File: src/rtl/ucsbece154b_fetch_stage.sv
// Instruction fetch stage with a variable-latency instruction memory port.
// The PC register drives the memory address directly. A small FSM holds a
// response that arrives while F is stalled, or drops a late response that
// belongs to a redirected (wrong-path) request. The F/D pipeline register is
// updated here with flush/stall priority.
module ucsbece154b_fetch_stage #(
  parameter logic [31:0] RESET_PC  = 32'h0001_0000,
  parameter logic [31:0] NOP_INSTR = 32'h0000_0013
) (
  input  logic        clk,
  input  logic        reset,
  input  logic        StallF_i,
  input  logic        StallD_i,
  input  logic        FlushD_i,
  input  logic        PCSrcE_i,
  input  logic [31:0] PCTargetE_i,
  output logic        imem_req_o,
  output logic [31:0] imem_addr_o,
  input  logic        imem_ready_i,
  input  logic [31:0] imem_rdata_i,
  output logic [31:0] InstrD_o,
  output logic [31:0] PCD_o,
  output logic [31:0] PCPlus4D_o,
  output logic        ValidD_o,
  output logic        FetchStall_o
);

  // FETCH: request outstanding at PCF
  // HOLD : response captured in holdBuf, waiting for StallF to drop
  // DROP : request outstanding is wrong-path; discard it, then go to redirectPC
  typedef enum logic [1:0] {
    FETCH = 2'd0,
    HOLD  = 2'd1,
    DROP  = 2'd2
  } state_t;

  state_t      state, stateNext;
  logic [31:0] PCF, PCFNext;
  logic [31:0] holdBuf, holdBufNext;
  logic [31:0] redirectPC, redirectPCNext;

  logic [31:0] PCPlus4F;
  logic [31:0] targetAligned;
  logic        fetchValid;
  logic [31:0] fetchInstr;

  // Address arithmetic wraps naturally at 32 bits; targets are forced word aligned.
  assign PCPlus4F      = PCF + 32'd4;
  assign targetAligned = PCTargetE_i & 32'hFFFF_FFFC;

  // Memory request follows PCF, which only moves on a completed or discarded response.
  assign imem_addr_o  = PCF;
  assign imem_req_o   = (state != HOLD);
  assign FetchStall_o = (state == DROP) || ((state == FETCH) && !imem_ready_i);

  // State, PC and side-buffer registers.
  always_ff @(posedge clk) begin
    if (reset) begin
      state      <= FETCH;
      PCF        <= RESET_PC;
      holdBuf    <= 32'd0;
      redirectPC <= 32'd0;
    end else begin
      state      <= stateNext;
      PCF        <= PCFNext;
      holdBuf    <= holdBufNext;
      redirectPC <= redirectPCNext;
    end
  end

  // Next-state logic; a redirect always wins over a stall.
  always_comb begin
    stateNext      = state;
    PCFNext        = PCF;
    holdBufNext    = holdBuf;
    redirectPCNext = redirectPC;
    fetchValid     = 1'b0;
    fetchInstr     = NOP_INSTR;
    case (state)
      FETCH: begin
        if (PCSrcE_i) begin
          if (imem_ready_i) begin
            // response is wrong-path, can retarget immediately
            PCFNext = targetAligned;
          end else begin
            // request still in flight; keep address stable until it returns
            redirectPCNext = targetAligned;
            stateNext      = DROP;
          end
        end else if (imem_ready_i) begin
          if (StallF_i) begin
            holdBufNext = imem_rdata_i;
            stateNext   = HOLD;
          end else begin
            fetchValid = 1'b1;
            fetchInstr = imem_rdata_i;
            PCFNext    = PCPlus4F;
          end
        end
      end
      HOLD: begin
        if (PCSrcE_i) begin
          PCFNext   = targetAligned;
          stateNext = FETCH;
        end else if (!StallF_i) begin
          fetchValid = 1'b1;
          fetchInstr = holdBuf;
          PCFNext    = PCPlus4F;
          stateNext  = FETCH;
        end
      end
      DROP: begin
        // a newer redirect replaces the pending one
        if (PCSrcE_i) redirectPCNext = targetAligned;
        if (imem_ready_i) begin
          PCFNext   = redirectPCNext;
          stateNext = FETCH;
        end
      end
      default: stateNext = FETCH;
    endcase
  end

  // F/D register: flush beats stall beats load; no fetched instruction loads a bubble.
  always_ff @(posedge clk) begin
    if (reset || FlushD_i) begin
      InstrD_o   <= NOP_INSTR;
      PCD_o      <= 32'd0;
      PCPlus4D_o <= 32'd0;
      ValidD_o   <= 1'b0;
    end else if (!StallD_i) begin
      if (fetchValid) begin
        InstrD_o   <= fetchInstr;
        PCD_o      <= PCF;
        PCPlus4D_o <= PCPlus4F;
        ValidD_o   <= 1'b1;
      end else begin
        InstrD_o   <= NOP_INSTR;
        PCD_o      <= 32'd0;
        PCPlus4D_o <= 32'd0;
        ValidD_o   <= 1'b0;
      end
    end
  end

endmodule

File: config.mk
export PLATFORM = sky130hd
export DESIGN_NAME = ucsbece154b_fetch_stage
export DESIGN_NICKNAME = d
export VERILOG_FILES = /design/src/rtl/ucsbece154b_fetch_stage.sv
export SDC_FILE = /design/constraint.sdc
export NUM_CORES = 1
export LEC_CHECK = 0
export ABC_AREA = 1
export ABC_CLOCK_PERIOD_IN_PS = 2600
export BUFFER_PORTS_ARGS = -buffer_cell sky130_fd_sc_hd__buf_2
export CAP_MARGIN = 30
export CORE_ASPECT_RATIO = 0.7
export CORE_MARGIN = 1
export CORE_UTILIZATION = 58
export DETAILED_ROUTE_END_ITERATION = 12
export PLACE_DENSITY_LB_ADDON = 0.1
export SYNTH_ARGS = -nofsm -noshare
export SYNTH_HDL_FRONTEND = slang
export SYNTH_SLANG_ARGS = --single-unit
File: constraint.sdc
create_clock -name clk -period 2.6 [get_ports clk]
set_clock_uncertainty 0.1 [all_clocks]
set_input_delay 0.39 -clock clk [delete_from_list [all_inputs] [get_ports clk]]
set_output_delay 0.39 -clock clk [all_outputs]
set_load 0.01 [all_outputs]
==> results of run 1 <==
==> flip-flops by register name, summed over array words and instances, names as in the netlist <==
name,cells
holdBuf,32
PCPlus4D_o,30
state,2
ValidD_o,1
redirectPC,32
InstrD_o,32
imem_addr_o,32
PCD_o,32
==> area by class of cell <==
class,instances,area share (%)
Multi-Input combinational cell,945,41.2
Sequential cell,193,37.3
Inverter,61,2.21
Timing Repair Buffer,217,11.3
Tap cell,195,2.35
Clock buffer,19,4.18
Clock inverter,13,1.46
Antenna cell,2,0.0483
==> power groups by stage <==
stage	registers [mW]	clock network (mW)	logic (mW)
final	3.22	2.64	0.790
after CTS	3.21	2.66	0.777
after global routing	3.23	2.79	0.872
after floorplan	3.26	0	0.478
after global placement	3.27	0	0.757
after detailed placement	3.28	0	0.770
==> stage by stage <==
stage	util [%]	cell area, um^2	cells
after CTS	70.6	10400	1643
after global routing	70.6	10400	1644
after detailed placement	66.6	9770	1611
after floorplan	-	8730	1283
final	70.6	10400	1645
after global placement	66.6	9770	1611
==> metal layers <==
metal	up-vias	routed length, um
met5	-	40
met2	469	10500
met1	4142	12000
met3	44	3080
li1	4485	-
met4	6	318
==> critical path, cell delays in order (launching register included) <==
cell     delay [ns]
dfxtp_1        0.56
ha_1           0.25
nand2_1        0.07
nor2_2         0.17
nand2_1        0.13
nor2_1         0.24
nand2_1        0.11
nand3_1        0.16
nand2_1        0.06
nand2_1        0.05
nand2_1        0.05
nand2_1        0.05
nand2_1        0.06
==> synthesized netlist by cell type <==
library cell	n
o22ai_1	3
and2_1	3
a2111oi_0	1
buf_1	4
buf_6	4
inv_2	7
a31oi_1	5
a21oi_1	235
dfxtp_1	193
o21bai_1	1
nor2_1	65
o21ai_1	2
buf_2	17
nor2_4	2
o211ai_1	3
nand2_1	438
ha_1	1
nor3_4	1
nor3_1	2
clkbuf_1	56
nand2_4	1
nand3b_1	5
xor2_1	14
inv_1	54
o21ai_0	123
nand2_2	5
nand3_1	23
buf_4	3
a2bb2oi_1	4
nor2_2	8
==> logic make-up after synthesis <==
kind of cell	Yosys count	synth area share, %
XOR/XNOR	14	1.40
adder cells (fa/ha/maj)	1	0.143
AND/OR/NAND/NOR	553	25.2
buffers and inverters	145	6.95
AO/OA/AOI/OAI	377	22.1
flip-flops	193	44.2
==> final timing paths <==
check	start	endpoint	slack [ns]	cells past startpoint
worst max-delay path	imem_addr_o[2]	imem_addr_o[16]	0.40	12
worst max register to register	imem_addr_o[2]	imem_addr_o[16]	0.40	12
worst min register to register	holdBuf[12]	holdBuf[12]	0.35	2
worst min-delay path	imem_ready_i	state[1]	0.08	2
==> metrics.cfg, run 1 <==
[status]
status = completed

[power_and_ir_drop]
comb_power_share_pct = 11.9
ir_drop_v = 0.000443
switching_share_pct = 28.0
p_int_mw = 4.79
powerDensity_nw_per_um2 = 642
power.net_switching_mw = 1.87
p_leak_nw = 4.34
clkPwrFrac_pct = 39.7
seqPwrFrac_pct = 48.4
finalPower_mw = 6.65

[logic_synthesis]
synth_top_area_share_pct = 44.2
yosys_warnings = 0
netlist_instances = 1283
ys_seq_area_share_pct = 44.2
syn_avg_cell_area_um2 = 6.81
ys_ff_latch = 193
synthDistinctLibCells = 30
synthTopCellsByArea = dfxtp_1 44%, nand2_1 19%, a21oi_1 13%
netlist_area_um2 = 8730
yosysTopAreaCell = dfxtp_1
synthesis.nets = 1355

[cells_and_area]
final_common_cell = nand2_1
multi_input_area_um2 = 4260
layout.cells.most_common_list = 437 x nand2_1, 235 x a21oi_1, 198 x buf_2
layout-drive-gt1-share_pct = 18.9
final_nets = 1507
seqCellArea_um2 = 3860
fillers = 1277
syn2layout_area_growth_pct = 18.7

[cts]
cts_resized = 0
clock_path_buffers = 2
ctsHoldBuffers = 0
cts_sinks = 193
cts_tree = yes
post_cts_buffers = 0
clkTransAtPathRegs_ns = 0.07
htreeDepth = 4
cts_root_buf = clkbuf_16
numCtsBuffers = 17
insertion_delay_ns = 0.43

[floorplan]
core_um2 = 14700
fp.dieH_um = 105
rows = 37
initial_utilization_pct = 59.5
dieArea_um2 = 15600
die_w_um = 149
ios = 202

[grt]
grt_util_met3_pct = 7.73
met2_usage_pct = 46.3
grt_antenna_before_repair = 5
grt-busiest-layer = met1
grt_max_degree = 99
grt.overflow.total = 0
gr-usage-all-layers_pct = 33.2
grt_pass1_vias = 7980
grt_use_met1_pct = 50.6
grt_pass1_wl_um = 41100

[place]
hpwl_um = 17700
io_buffers = 199
pre_cts_ws_ns = 0.509
gp_congestion = 0.904

[setup_path]
worstPathMaxFanout = 7
cp-end-kind = register
critPathRequiredTime_ns = 2.81
critPathLaunchType = register
critPathArrivalTime_ns = 2.41
critical_path_class = reg -> reg

[sta]
finalCritPeriodShare_pct = 84.5
hold_ws_ns = 0.0754
setup_viol = 0
maxSlewHeadroom_pct = 31.8
fmax_mhz = 455
rsz0062_at_grt = no
setup_slack_ns = 0.404
tightest_slew_ns = 1.02
period_needed_ns = 2.20
tns_ns = 0
slew_violations = 0
finalHoldViolations = 0

[worst_hold_path]
hold_class = in -> reg

[drt]
drtPass1Iterations = 5
vias_per_cell = 5.56
num_vias = 9146
antenna_left = 0
totalWireLength_um = 25900
drc = 0
drt_iter0_markers = 880
wl_per_cell_um = 15.7

[run]
maxCapViolations = 0

(Power assumes the default switching activity.)
==> run 2, diff against run 1 <==
Settings changed: ABC_CLOCK_PERIOD_IN_PS 2600 to 1800, CORE_UTILIZATION 58 to 49.
Clock period 2.6 ns to 1.8 ns, I/O delays scaled along.
==> metrics.cfg, run 2 (synthesized netlist as in run 1, its figures left out) <==
[status]
status = completed

[power_and_ir_drop]
p_leak_nw = 4.82
ir_drop_v = 0.000585
powerDensity_nw_per_um2 = 889

[setup_path]
critPathArrivalTime_ns = 1.98
r2r-start = imem_addr_o[2]
critical_path_class = reg -> reg
critical-path-slowest-cell = dfxtp_4
r2r_end = imem_addr_o[28]
cp_slowest_stage_delay_ns = 0.38
reg2reg_depth = 12
worstPathMaxFanout = 5
rrSetupSlack_ns = 0.04
critPathLaunchType = register
critPathRequiredTime_ns = 2.02
cp-end-kind = register
worstPathCellList = ha_4 > nand2_4 > nor2_4 > nand2_4 > nor2_4 > nand2_1 > nand2_1 > nand2_2 > nand2_2 > nand2_1 > nand2_1 > a21oi_1
crit_path_frequent_cell = nand2_1

[floorplan]
rows = 40
ios = 202
die_w_um = 162
fp.dieH_um = 114
core_um2 = 17300
dieArea_um2 = 18400
initial_utilization_pct = 50.4

[place]
placed_area_um2 = 10500
hpwl_um = 19300
io_buffers = 199
gp_congestion = 0.892

[sta]
tns_ns = 0
fmax_mhz = 569
finalCritPeriodShare_pct = 97.7
period_needed_ns = 1.76
slew_violations = 0
finalHoldViolations = 0
setup_viol = 0
tightest_slew_ns = 0.476
rsz0062_at_grt = yes
hold_ws_ns = 0.0237
maxSlewHeadroom_pct = 68.0

[cells_and_area]
final_cell_area_um2 = 11300
final_nets = 1579
fillers = 1577
syn2layout_area_growth_pct = 29.8
layout.cells.most_common_list = 424 x nand2_1, 234 x a21oi_1, 198 x buf_2
antenna_cells = 0
layout-drive-gt1-share_pct = 26.5
final_core_util_pct = 65.5
final_common_cell = nand2_1

[drt]
wl_per_cell_um = 15.9
drc = 0
drt_iter0_markers = 1127
totalWireLength_um = 27800
drtPass1Iterations = 5
antenna_left = 0
vias_per_cell = 5.37
num_vias = 9397

[cts]
cts_tree = yes
cts_sinks = 193
insertion_delay_ns = 0.43
cts_root_buf = clkbuf_16
clock_path_buffers = 2
numCtsBuffers = 17
htreeDepth = 4
clkTransAtPathRegs_ns = 0.07

[worst_hold_path]
hold_path.startpoint = PCTargetE_i[2]
hold_depth = 3
hold_class = in -> reg
hold_path_end = redirectPC[2]

[grt]
grt_pass1_vias = 7915
grt_max_degree = 99
grt.overflow.total = 0
gr-usage-all-layers_pct = 30.2
grt_antenna_before_repair = 0
grt_pass1_wl_um = 43300

[run]
maxCapViolations = 0

-- run 2: worst max-delay path by stage --
stage	startpoint	slack, ns	depth (start not counted)	end
floorplan	imem_addr_o[2]	0.05	10	imem_addr_o[18]
CTS	state[0]	0.02	6	FetchStall_o
global placement	imem_addr_o[16]	-0.01	11	imem_addr_o[29]
finish	imem_addr_o[2]	0.04	12	imem_addr_o[28]
detailed placement	imem_addr_o[2]	-0.07	11	imem_addr_o[28]
global route	imem_addr_o[17]	-0.06	10	imem_addr_o[29]
-- run 2: layout make-up --
class                           instances  area, um^2  share of cell area [%]
Tap cell                              231         289                    2.55
Multi-Input combinational cell        945        4460                    39.3
Timing Repair Buffer                  289        1840                    16.2
Sequential cell                       193        3900                    34.4
Clock inverter                         11         151                    1.34
Inverter                               61         229                    2.02
Clock buffer                           20         467                    4.12
-- run 2: critical path, delay by kind of cell (launching register included) --
family                   cells  cell delay (ns)
AO/OA/AOI/OAI                1             0.06
adder cells (fa/ha/maj)      1             0.15
flip-flops                   1             0.38
AND/OR/NAND/NOR             10             0.96
-- run 2: routing by layer --
metal | up-vias | global-route usage [%] | routed length, um
li1 | 4635 | - | -
met5 | - | 0 | 0
met1 | 4271 | 49.5 | 13600
met3 | 23 | 6.44 | 3080
met2 | 468 | 38.5 | 10800
met4 | 0 | 7.23 | 335
-- run 2: report_power, final --
group	internal [mW]	switching [mW]	leakage (nW)
Clock	2.31	1.70	0.303
Sequential	4.46	0.143	1.58
Combinational	0.568	0.908	2.93
-- run 2: per-stage QoR --
| step | power (mW) | cells | setup slack, ns |
|---|---|---|---|
| final | 10.1 | 1750 | 0.0414 |
| after global routing | 10.4 | 1750 | -0.0556 |
| after CTS | 10.0 | 1747 | 0.0160 |
| after detailed placement | 6.08 | 1715 | -0.0673 |
| after global placement | 6.06 | 1715 | -0.0137 |
| after floorplan | 5.39 | 1283 | 0.0455 |
-- run 2: repair_timing --
action,CTS,global route
endpoints found under the setup margin,13,41
hold buffers,1,0
pin swaps,0,12
gates resized for setup,11,60
buffers inserted,0,3
hold endpoints to repair,1,0
